--- src/rtl/mem_port_arbiter.sv ---
// mem_port_arbiter
// Shares one SRAM-like memory port (req/addr_ok/data_ok) between the fetch
// requester (inst_*) and the data requester (data_*). At most one transaction
// is in flight. Each response is routed back to the requester that issued it.
//
// Optional feature macro: ARB_ROUND_ROBIN_EN
//   defined   - a tie in IDLE is granted to the requester that did not win
//               the previous grant (last_grant resets to fetch).
//   undefined - fixed priority; the data requester always wins a tie.
module mem_port_arbiter #(
  parameter int ADDR_W = 32,
  parameter int DATA_W = 32
) (
  input  logic                clk,
  input  logic                resetn,
  // fetch requester
  input  logic                inst_req,
  input  logic [ADDR_W-1:0]   inst_addr,
  output logic                inst_addr_ok,
  output logic                inst_data_ok,
  output logic [DATA_W-1:0]   inst_rdata,
  // data requester
  input  logic                data_req,
  input  logic                data_wr,
  input  logic [1:0]          data_size,
  input  logic [ADDR_W-1:0]   data_addr,
  input  logic [DATA_W-1:0]   data_wdata,
  input  logic [DATA_W/8-1:0] data_wstrb,
  output logic                data_addr_ok,
  output logic                data_data_ok,
  output logic [DATA_W-1:0]   data_rdata,
  // shared memory port
  output logic                mem_req,
  output logic                mem_wr,
  output logic [1:0]          mem_size,
  output logic [ADDR_W-1:0]   mem_addr,
  output logic [DATA_W-1:0]   mem_wdata,
  output logic [DATA_W/8-1:0] mem_wstrb,
  input  logic                mem_addr_ok,
  input  logic                mem_data_ok,
  input  logic [DATA_W-1:0]   mem_rdata
);

  typedef enum logic [1:0] {
    IDLE = 2'd0,
    ADDR = 2'd1,
    RESP = 2'd2
  } state_t;

  localparam logic OWN_INST = 1'b0;
  localparam logic OWN_DATA = 1'b1;

  state_t state;
  state_t state_n;
  logic   owner;
  logic   owner_n;
  logic   grant;
  logic   owner_req;

`ifdef ARB_ROUND_ROBIN_EN
  logic last_grant;

  // Remember who won the most recent grant so the next tie goes the other way.
  always_ff @(posedge clk) begin
    if (!resetn) begin
      last_grant <= OWN_INST;
    end else if (state == IDLE && (inst_req || data_req)) begin
      last_grant <= grant;
    end
  end

  // Round-robin pick: a tie goes to whoever did not win last time.
  always_comb begin
    grant = OWN_INST;
    if (inst_req && data_req) begin
      grant = (last_grant == OWN_INST) ? OWN_DATA : OWN_INST;
    end else if (data_req) begin
      grant = OWN_DATA;
    end
  end
`else
  // Fixed priority: data wins any tie, so a held data_req can starve fetch.
  always_comb begin
    grant = data_req ? OWN_DATA : OWN_INST;
  end
`endif

  // State and owner registers; owner only changes when leaving IDLE.
  always_ff @(posedge clk) begin
    if (!resetn) begin
      state <= IDLE;
      owner <= OWN_INST;
    end else begin
      state <= state_n;
      owner <= owner_n;
    end
  end

  // Next-state logic and the combinational mux of the shared port.
  always_comb begin
    state_n      = state;
    owner_n      = owner;
    owner_req    = (owner == OWN_DATA) ? data_req : inst_req;
    mem_req      = 1'b0;
    mem_wr       = 1'b0;
    mem_size     = 2'd0;
    mem_addr     = '0;
    mem_wdata    = '0;
    mem_wstrb    = '0;
    inst_addr_ok = 1'b0;
    inst_data_ok = 1'b0;
    inst_rdata   = '0;
    data_addr_ok = 1'b0;
    data_data_ok = 1'b0;
    data_rdata   = '0;

    unique case (state)
      IDLE: begin
        // Arbitrate only; the request goes out on the following cycle.
        if (inst_req || data_req) begin
          owner_n = grant;
          state_n = ADDR;
        end
      end

      ADDR: begin
        mem_req = owner_req;
        if (owner == OWN_DATA) begin
          mem_wr    = data_wr;
          mem_size  = data_size;
          mem_addr  = data_addr;
          mem_wdata = data_wdata;
          mem_wstrb = data_wstrb;
        end else begin
          // Fetch is always a word read with no write payload.
          mem_size  = 2'd2;
          mem_addr  = inst_addr;
        end
        if (!owner_req) begin
          // Owner withdrew its request: abandon without a transaction.
          state_n = IDLE;
        end else if (mem_addr_ok) begin
          if (owner == OWN_DATA) begin
            data_addr_ok = 1'b1;
          end else begin
            inst_addr_ok = 1'b1;
          end
          state_n = RESP;
        end
      end

      RESP: begin
        if (owner == OWN_DATA) begin
          data_rdata   = mem_rdata;
          data_data_ok = mem_data_ok;
        end else begin
          inst_rdata   = mem_rdata;
          inst_data_ok = mem_data_ok;
        end
        if (mem_data_ok) begin
          state_n = IDLE;
        end
      end

      default: begin
        state_n = IDLE;
      end
    endcase
  end

endmodule

--- config.mk ---
export PLATFORM = sky130hd
export DESIGN_NAME = mem_port_arbiter
export DESIGN_NICKNAME = d
export VERILOG_FILES = /design/src/rtl/mem_port_arbiter.sv
export SDC_FILE = /design/constraint.sdc
export NUM_CORES = 1
export LEC_CHECK = 0
export ABC_CLOCK_PERIOD_IN_PS = 2950
export CAP_MARGIN = 20
export CORE_AREA = 10 10 102 104
export DETAILED_ROUTE_END_ITERATION = 7
export DIE_AREA = 0 0 112 114
export PLACE_DENSITY = 0.76
export SLEW_MARGIN = 10
export SYNTH_ARGS = -nofsm -noshare
export SYNTH_HDL_FRONTEND = slang
export SYNTH_SLANG_ARGS = --single-unit
--- constraint.sdc ---
create_clock -name clk -period 2.95 [get_ports clk]
set_input_delay 0.295 -clock clk [delete_from_list [all_inputs] [get_ports clk]]
set_output_delay 0.295 -clock clk [all_outputs]
set_load 0.03 [all_outputs]
==> flow_summary.json <==
{
  "portion_of_the_clock_cycle_consumed_by_the_worst_path_in_the_final_layout_pct": 87.8,
  "most_numerous_cell_in_the_yosys_netlist": "and2_1",
  "fin_crit_ps": 2590,
  "cts_resized": 0,
  "cts.htree.levels": 1,
  "cts_hold_buffers": 0,
  "drt-wirelength-per-cell_um": 18.6,
  "yosysWarningCount": 0,
  "synthesis.area_per_instance_sq_um": 6.69,
  "synth_area_leaders": "and2_1 (29%), mux2i_1 (23%), and3_1 (17%)",
  "clockRootBuffer": "clkbuf_8",
  "flop_and_latch_count_out_of_synthesis": 3,
  "grt_start_max_net_pins": 56,
  "post-route-drc-count": 0,
  "post_synth_fa_ha_maj_area_fraction_pct": 0,
  "synth_cell_type_count": 25,
  "synth_enable_flop_cells": 0,
  "setup-tns-final_ps": 0,
  "crit_fanout": 33,
  "num_antenna_cells": 0,
  "synth.cells.most_frequent": "and2_1 (66), and3_1 (38), mux2i_1 (33), nor2_1 (33), clkbuf_1 (8)",
  "worst-setup-path-type": "reg -> out",
  "syn_to_final_growth_pct": 202,
  "initial_antenna_violation_count": 0,
  "final_hold_viol_count": 0,
  "setup_slack_ps": 359,
  "clock_tree_from_tritoncts": "done",
  "final.fill_count": 804,
  "tightest_slew_ps": 681,
  "drt-initial-drc-count": 58,
  "dr.pass1.iters": 4,
  "power_per_cell_area_nw_per_um2": 203,
  "synth-simple-area-share_pct": 60.5,
  "cp_data_arrival_time_ps": 2300,
  "fmax_mhz": 386,
  "synth_cells": 215,
  "grt_pass1_wl_um": 15600,
  "finalClockSkew_ps": 3.94,
  "yosysSeqAreaShare_pct": 4.17,
  "power.ir.vdd_worst_mv": 0.119,
  "setup_viol": 0,
  "die_h_um": 114,
  "grt_pass1_vias": 2633,
  "place_hpwl_um": 9730,
  "synth_top_cell_by_area": "and2_1",
  "total_die_area_sq_um": 12800,
  "maxCapViolations": 0,
  "synthXorXnorAreaFrac_pct": 0,
  "synth_compound_area_share_pct": 4.17,
  "floorplan.die.width_um": 112,
  "grt_setup_unrepaired": "no",
  "initial_utilization_pct": 17.0,
  "status": "finished clean",
  "core_sq_um": 8470,
  "final_max_tran_viols": 0,
  "ios": 281,
  "critical_path.endpoint_type": "output pin",
  "detail-route-antenna-nets": 0,
  "place_ws_ps": 575,
  "critPathRequiredTime_ps": 2650,
  "cts-buffers-inserted": 3,
  "dr_total_vias": 2510,
  "path_delay_family": "buffers and inverters",
  "clock_insertion_delay_at_the_later_pin_of_the_skew_report_ps": 220,
  "critical-path-max-stage-delay_ps": 700,
  "timing.critical_path.from_type": "register",
  "ys.flop_type": "dfxtp_1",
  "slowest_stage": "clkdlybuf4s50_1",
  "post-synth-top-area-fraction_pct": 28.7,
  "standby_leakage_power_uw": 0.00175,
  "route.final.wire_length_um": 10900,
  "dominant_combinational_cell_family_by_area_after_synthesis": "simple AND/OR/NAND/NOR gates",
  "postCtsSetupRepairBufs": 0,
  "grt.overflow.total": 0,
  "core.rowCount": 34,
  "drive_gt1_share_pct": 2.51,
  "cts-root-to-sink-buffers": 2,
  "place_congestion": 0.867,
  "grt_usage_pct": 15.2,
  "max_slew_margin_pct": 54.5,
  "avgViaCountPerCell": 4.28,
  "postSynth.asyncResetShare_pct": 0,
  "num-nets-final": 621,
  "hold_class": "reg -> reg",
  "synthesis.area_sq_um": 1440,
  "critical_path.n_buffers_inverters": 2,
  "muxShareOfSynthArea_pct": 23.0,
  "synth_nets": 356,
  "crit_path_cell_trace": "inv_1 -> nor2_4 -> and2_1 -> clkdlybuf4s50_1",
  "tritoncts_num_sinks": 3,
  "numPortBuffers": 280,
  "worst_setup_hold_path_clk_slew_ps": 30
}
==> kinds of logic (layout without fill, tap and decap cells) <==
group | after synthesis | after routing
simple gates | 148 | 148
mux | 33 | 33
buf+inv | 24 | 288
compound gates | 7 | 7
flops | 3 | 3
==> worst register-to-register path, stage by stage, from the launching register on <==
cell	delay (ps)
dfxtp_2	510
buf_12	310
mux2i_1	270
nor3_1	70
o211a_1	210
==> path summary, 6_finish.rpt <==
kind | start | end | slack [ps] | depth (start not counted)
worst max register to register | owner$_SDFFE_PN0P_ | state[0]$_SDFFE_PN0P_ | 1470 | 4
worst max-delay path | owner$_SDFFE_PN0P_ | data_rdata[31] | 360 | 4
worst min-delay path | state[0]$_SDFFE_PN0P_ | state[1]$_SDFFE_PN0P_ | 640 | 2
worst min register to register | state[0]$_SDFFE_PN0P_ | state[1]$_SDFFE_PN0P_ | 640 | 2
==> routing by layer <==
metal	wire, um	vias up	global-route usage, %
li1	-	1244	-
met5	0	-	0
met1	3810	1095	14.3
met4	84	0	3.72
met2	5510	167	27.8
met3	1500	4	8.77
==> area by class of cell <==
type	count	area (sq um)	share of cell area, %
inverters	2	7.51	0.173
well taps	108	135	3.11
clock buffers	4	45.0	1.04
flip-flops and latches	3	61.3	1.41
multi-input cells	188	1260	29.1
repair buffers	282	2830	65.2
==> flip-flops by register name (all words and copies together) (netlist names) <==
name	count
state	2
owner	1
==> power breakdown <==
| group | total, uW | internal (uW) | switching, uW |
|---|---|---|---|
| Combinational | 706 | 366 | 340 |
| Clock | 119 | 92.2 | 27.0 |
| Sequential | 56.4 | 45.4 | 11.0 |
| Total | 881 | 504 | 378 |
==> cells in the final DEF, fill, tap and decap left out <==
master           synthesis  routed
inv_1                    2       2
a21boi_0                 1       1
nand2b_2                 1       1
o211a_1                  1       1
buf_12                   0       1
o21ba_1                  1       1
nor2_1                  33      33
and2_1                  66      66
clkbuf_1                 8       1
dfxtp_2                  0       1
nand2_1                  1       1
dfxtp_1                  3       2
a211oi_2                 1       1
clkbuf_8                 0       3
nor4_2                   1       1
nor2_4                   2       2
and4_1                   2       2
o21ai_0                  1       1
buf_4                    4       1
clkdlybuf4s50_1          0     280
mux2i_1                 33      33
o21a_1                   1       1
nor3_1                   1       1
and3_1                  38      38
a21o_1                   1       1
nand2b_1                 2       2
nor2b_4                  1       1
==> per-stage QoR <==
| step | instances | hold WS (ps) | cell area (sq um) | power [uW] | util (%) |
|---|---|---|---|---|---|
| floorplan | 215 | 428 | 1440 | 392 | - |
| global placement | 583 | 613 | 4300 | 762 | 50.7 |
| detailed placement | 583 | 649 | 4300 | 769 | 50.7 |
| CTS | 587 | 656 | 4340 | 893 | 51.3 |
| global route | 587 | 717 | 4340 | 931 | 51.3 |
| finish | 587 | 644 | 4340 | 881 | 51.3 |
Power figures use the tool's default switching activity.
